### src/rtl/z0_cpu_pkg.sv
// Shared z0 CPU definitions: default widths, opcodes and the commit-hub state encoding.
package z0_cpu_pkg;

   localparam int DATA_W_DEF  = 16;
   localparam int PC_W_DEF    = 16;
   localparam int OPC_W_DEF   = 8;
   localparam int INSTR_W_DEF = 16;

   localparam logic [7:0] OP_MOVE = 8'h01;
   localparam logic [7:0] OP_LOAD = 8'h02;

   typedef enum logic [1:0] {
      IDLE      = 2'd0,
      LOAD_REQ  = 2'd1,
      LOAD_WAIT = 2'd2,
      HALT      = 2'd3
   } hub_state_t;

endpackage

### src/rtl/z0_hub_load_ctrl.sv
// Memory-read handshake for LOAD: holds the request until accepted, then waits for the
// response. done/data are combinational so the hub retires on the response edge.
//
// state     | meaning
// IDLE      | no load in flight
// LOAD_REQ  | mem_req_valid high, address held until mem_req_ready
// LOAD_WAIT | request accepted, waiting for mem_rsp_valid
module z0_hub_load_ctrl
   import z0_cpu_pkg::*;
#(
   parameter int DATA_W = DATA_W_DEF
) (
   input  logic              clk,
   input  logic              rst_n,
   input  logic              start,
   input  logic [DATA_W-1:0] addr,
   output logic              done,
   output logic [DATA_W-1:0] data,
   output hub_state_t        state,
   output logic              mem_req_valid,
   input  logic              mem_req_ready,
   output logic [DATA_W-1:0] mem_req_addr,
   input  logic              mem_rsp_valid,
   input  logic [DATA_W-1:0] mem_rsp_data
);

   always_ff @(posedge clk) begin
      if (!rst_n) begin
         state         <= IDLE;
         mem_req_valid <= 1'b0;
         mem_req_addr  <= '0;
      end else begin
         case (state)
            IDLE: begin
               if (start) begin
                  state         <= LOAD_REQ;
                  mem_req_valid <= 1'b1;
                  mem_req_addr  <= addr;
               end
            end
            LOAD_REQ: begin
               if (mem_req_ready) begin
                  mem_req_valid <= 1'b0;
                  // a response in the accept cycle completes the load immediately
                  state         <= mem_rsp_valid ? IDLE : LOAD_WAIT;
               end
            end
            LOAD_WAIT: begin
               if (mem_rsp_valid) state <= IDLE;
            end
            default: begin
               state         <= IDLE;
               mem_req_valid <= 1'b0;
            end
         endcase
      end
   end

   assign done = ((state == LOAD_REQ) && mem_req_ready && mem_rsp_valid)
              || ((state == LOAD_WAIT) && mem_rsp_valid);
   assign data = mem_rsp_data;

endmodule

### src/rtl/z0_commit_hub.sv
// z0 commit hub: owns X/Y/MAR/MDR/PC and retires MOVE, LOAD and other opcodes one at a time.
// Optional macro Z0_HUB_ILLEGAL_TRAP_EN: unknown opcodes trap to HALT instead of acting as NOP.
module z0_commit_hub
   import z0_cpu_pkg::*;
#(
   parameter int                 DATA_W   = DATA_W_DEF,
   parameter int                 PC_W     = PC_W_DEF,
   parameter int                 OPC_W    = OPC_W_DEF,
   parameter int                 INSTR_W  = INSTR_W_DEF,
   parameter logic [PC_W-1:0]    PC_RESET = '0
) (
   input  logic               clk,
   input  logic               rst_n,
   input  logic               instr_valid,
   output logic               instr_ready,
   input  logic [INSTR_W-1:0] instruction,
   input  logic [DATA_W-1:0]  mov_x,
   input  logic [DATA_W-1:0]  mov_y,
   input  logic [DATA_W-1:0]  mov_mar,
   input  logic [DATA_W-1:0]  mov_mdr,
   output logic               mem_req_valid,
   input  logic               mem_req_ready,
   output logic [DATA_W-1:0]  mem_req_addr,
   input  logic               mem_rsp_valid,
   input  logic [DATA_W-1:0]  mem_rsp_data,
   output logic [DATA_W-1:0]  reg_x,
   output logic [DATA_W-1:0]  reg_y,
   output logic [DATA_W-1:0]  reg_mar,
   output logic [DATA_W-1:0]  reg_mdr,
   output logic [PC_W-1:0]    pc,
   output logic               commit,
   output logic               illegal_op
);

   logic [OPC_W-1:0]  opcode;
   logic              instr_unused;
   logic              accept;
   logic              is_move;
   logic              is_load;
   logic              ld_done;
   logic [DATA_W-1:0] ld_data;
   hub_state_t        ld_state;
   hub_state_t        state;

   assign opcode       = instruction[INSTR_W-1 -: OPC_W];
   assign instr_unused = ^instruction[INSTR_W-OPC_W-1:0];
   assign is_move      = (opcode == OPC_W'(OP_MOVE));
   assign is_load      = (opcode == OPC_W'(OP_LOAD));
   assign instr_ready  = (state == IDLE);
   assign accept       = instr_valid && instr_ready;

`ifdef Z0_HUB_ILLEGAL_TRAP_EN
   logic halted;
   logic illegal_q;

   always_comb begin
      state = ld_state;
      if (halted) state = HALT;
   end
   assign illegal_op = illegal_q;
`else
   assign state      = ld_state;
   assign illegal_op = 1'b0;
`endif

   z0_hub_load_ctrl #(
      .DATA_W (DATA_W)
   ) u_load_ctrl (
      .clk           (clk),
      .rst_n         (rst_n),
      .start         (accept && is_load),
      .addr          (mov_mar),
      .done          (ld_done),
      .data          (ld_data),
      .state         (ld_state),
      .mem_req_valid (mem_req_valid),
      .mem_req_ready (mem_req_ready),
      .mem_req_addr  (mem_req_addr),
      .mem_rsp_valid (mem_rsp_valid),
      .mem_rsp_data  (mem_rsp_data)
   );

   // accept and ld_done never coincide: ld_done needs a load in flight, accept needs IDLE
   always_ff @(posedge clk) begin
      if (!rst_n) begin
         reg_x   <= '0;
         reg_y   <= '0;
         reg_mar <= '0;
         reg_mdr <= '0;
         pc      <= PC_RESET;
         commit  <= 1'b0;
`ifdef Z0_HUB_ILLEGAL_TRAP_EN
         halted    <= 1'b0;
         illegal_q <= 1'b0;
`endif
      end else begin
         commit <= 1'b0;
         if (accept) begin
            if (is_move) begin
               reg_x   <= mov_x;
               reg_y   <= mov_y;
               reg_mar <= mov_mar;
               reg_mdr <= mov_mdr;
               pc      <= pc + PC_W'(1);
               commit  <= 1'b1;
            end else if (is_load) begin
               reg_x   <= mov_x;
               reg_y   <= mov_y;
               reg_mar <= mov_mar;
            end else begin
`ifdef Z0_HUB_ILLEGAL_TRAP_EN
               halted    <= 1'b1;
               illegal_q <= 1'b1;
`else
               pc     <= pc + PC_W'(1);
               commit <= 1'b1;
`endif
            end
         end
         if (ld_done) begin
            reg_mdr <= ld_data;
            pc      <= pc + PC_W'(1);
            commit  <= 1'b1;
         end
      end
   end

endmodule

### config.mk
export PLATFORM = sky130hd
export DESIGN_NAME = z0_commit_hub
export DESIGN_NICKNAME = d
export VERILOG_FILES = /design/src/rtl/z0_cpu_pkg.sv /design/src/rtl/z0_hub_load_ctrl.sv /design/src/rtl/z0_commit_hub.sv
export SDC_FILE = /design/constraint.sdc
export NUM_CORES = 1
export LEC_CHECK = 0
export CAP_MARGIN = 10
export CORE_MARGIN = 2
export CORE_UTILIZATION = 40
export DETAILED_ROUTE_END_ITERATION = 16
export GPL_TIMING_DRIVEN = 0
export PLACE_DENSITY_LB_ADDON = 0.1
export SETUP_SLACK_MARGIN = 0.05
export SLEW_MARGIN = 30
export SYNTH_ARGS = -nofsm -noshare
export SYNTH_HDL_FRONTEND = slang
export SYNTH_SLANG_ARGS = --single-unit
### constraint.sdc
create_clock -name clk -period 2 [get_ports clk]
set_clock_uncertainty 0.2 [all_clocks]
set_input_delay 0.3 -clock clk [delete_from_list [all_inputs] [get_ports clk]]
set_output_delay 0.3 -clock clk [all_outputs]
set_load 0.005 [all_outputs]
==> impl_metrics.toml <==
[detailed_routing]
wl_microns = 12000
vias_per_cell = 4.90
drtIter0Drc = 159
wl_per_cell_microns = 14.8
dr_total_vias = 3984
drtPass1Iterations = 4
postRouteAntennaNets = 0
drc_errors = 0

[grt]
antenna_found_initial = 0
grt_pass1_vias = 3794
grt_max_degree = 19
grt_pass1_wl_microns = 19100
grt-ovfl-total = 0
track_usage_pct = 21.2

[run_status]
status = "completed"

[sta]
grt_setup_unrepaired = "yes"
max_freq_mhz = 526
period_needed_ns = 1.90
slew_viol_final = 0
fin_crit_sh_pct = 95.1
slew_headroom_pct = 65.8
tightest_slew_ns = 0.513
finalSetupTns_ns = 0
whs_ns = 0.253
hold_viol = 0
setup_ws_ns = 0.0987
setup_viol = 0

[floorplanning]
ios = 201
dieWidth_microns = 105
core_area_sq_um = 9860
die_h_microns = 105
placementRows = 36
die-area_sq_um = 11000
initial_core_util_pct = 41.4

[synth]
ys_ff_latch = 100
synth_cell_types = 43
synth_ff_type = "dfxtp_1"
ys_seq_area_share_pct = 49.0
syn_inst = 465
synthArstFlopShare_pct = 0
synth_area_per_cell_sq_um = 8.79
synth.yosys.warnings = 0
synth_fp_nets = 567
netlist_area_sq_um = 4090
synth_edf_count = 0

[final_layout]
syn_to_final_growth_pct = 59.0
n_antenna_cell = 0
register_area_sq_um = 2000
multi_input_area_sq_um = 1890
fillers = 831
nets = 777
fin_area_sq_um = 6500
stdcell_count = 813
drive_gt1_share_pct = 10.9

[placed_design]
dp_hpwl_microns = 9020
placed_area_sq_um = 6160
place_congestion = 0.745
post-place-ws_ns = -0.575
port_buffers = 191
placedCellCount = 789

[worst_setup_path]
cp_data_required_time_ns = 2.10
crit_buf_inv = 4
path_common_cell = "buf_6"
slowest_stage = "clkdlybuf4s50_1"
end_kind = "flip-flop"
cpLargestDelayFamily = "buffers and inverters"
critical_path_class = "input pin to flip-flop"
cp_max_fo = 10
path_cells = "clkdlybuf4s50_1 -> nor4_4 -> buf_4 -> nand4_4 -> and2_4 -> buf_6 -> buf_6 -> a21oi_2"
max_stage_delay_ns = 0.46
arrival_ns = 2.00
start_kind = "input pin"

[clock_tree]
root_buffer = "clkbuf_8"
cts_tree = "yes"
h-tree-depth = 3
cts_sinks = 100
cts.hold.buffers_added = 0
cts-buffers-inserted = 9
path_clk_slew_ns = 0.09
cts_buffer_depth = 2
clock_latency_ns = 0.36

[flow_run]
cap_viol_max_count = 0

[hold_path]
hold_path.class = "flip-flop to flip-flop"

[pwr]
power_density_nw_per_um2 = 555
p_leak_nw = 2.33
peakVddDrop_uv = 356
## through the flow
stage	power (mW)	util, %
3_3_place_gp	2.37	62.5
6_report	3.61	65.9
5_1_grt	3.75	65.9
2_1_floorplan	2.14	-
4_1_cts	3.64	65.1
3_5_place_dp	2.38	62.5
## worst min-delay path, delay by kind of cell, from the launching register on
| family | cells | cell delay (ns) |
|---|---|---|
| buf+inv | 1 | 0.06 |
| compound gates | 1 | 0.04 |
| flops | 1 | 0.32 |
## Yosys cell counts (2+ instances only)
cell type	count	area, sq um
o221ai_1	16	140
and4_1	3	26.3
dfxtp_1	100	2000
a21oi_2	10	87.6
nor2_1	20	75.1
nand2_1	116	435
buf_6	4	45.0
a21boi_0	2	15.0
a211oi_1	5	37.5
nand3_1	8	40.0
o21ai_0	2	10.0
nand4_1	4	25.0
inv_1	18	67.6
buf_4	3	22.5
a2111oi_2	2	30.0
a21oi_1	64	320
buf_2	7	35.0
clkbuf_1	15	56.3
mux2i_1	29	290
nand2b_1	12	75.1
nor3_1	3	15.0
## state kept, by name, indices dropped and copies added, names as in the netlist
register,count
pc,16
reg_mar,16
reg_mdr,16
reg_x,16
reg_y,16
u_load_ctrl.mem_req_addr,16
u_load_ctrl.state,2
commit,1
u_load_ctrl.mem_req_valid,1
## cells by family after synthesis
group           share of synthesized area [%]
compound gates                           17.5
xor+xnor                                0.214
fa+ha+maj                               0.306
buf+inv                                  5.63
flops                                    49.0
mux                                      7.10
other cells                            0.0918
simple gates                             20.1
## cell type report
class | instances | share of cell area (%)
Clock buffer | 10 | 2.12
Clock inverter | 6 | 0.867
Sequential cell | 100 | 30.8
Inverter | 19 | 1.10
Timing Repair Buffer | 199 | 30.7
Tap cell | 133 | 2.56
Buffer | 28 | 2.68
Multi-Input combinational cell | 318 | 29.1
## cells in the final DEF (no fill, tap or decap), types with 3 or more instances in the layout
cell             count
dlymetal6s2s_1       4
clkbuf_2             3
nand3_1              8
a21oi_1             62
o221ai_1            16
nand4_1              4
clkdlybuf4s50_1    187
dfxtp_1             98
inv_1               18
a211oi_1             3
nor2_1              20
nor3_1               3
nand2_1            116
clkbuf_8            10
nand2b_1            12
mux2i_1             29
buf_4               10
clkbuf_1             8
buf_6                5
a21oi_2             12
buf_2                7
## power breakdown
part           switching (mW)  internal [mW]
logic                   0.125          0.211
clock network           0.751          0.513
registers             0.00979           2.00
## layer usage
layer,part of all wire (%),track usage (%)
met5,0,0
met4,1.5,6.29
met3,6.5,6.11
met2,47,34.7
met1,45,27.2
## worst paths after layout
kind,from,to,cells after the start,slack [ns]
min reg2reg,reg_mdr[7],reg_mdr[7],2,0.25
min,reg_mdr[7],reg_mdr[7],2,0.25
max,instruction[12],reg_mdr[5],8,0.1
max reg2reg,u_load_ctrl.state[0],pc[13],5,0.13
## what timing repair did
action	CTS	global route
setup buffers	6	2
setup endpoints to repair	75	75
pin swaps	5	4
gates cloned	0	1
gates resized for setup	10	22
Note: power is estimated with default switching activity, not from simulation.
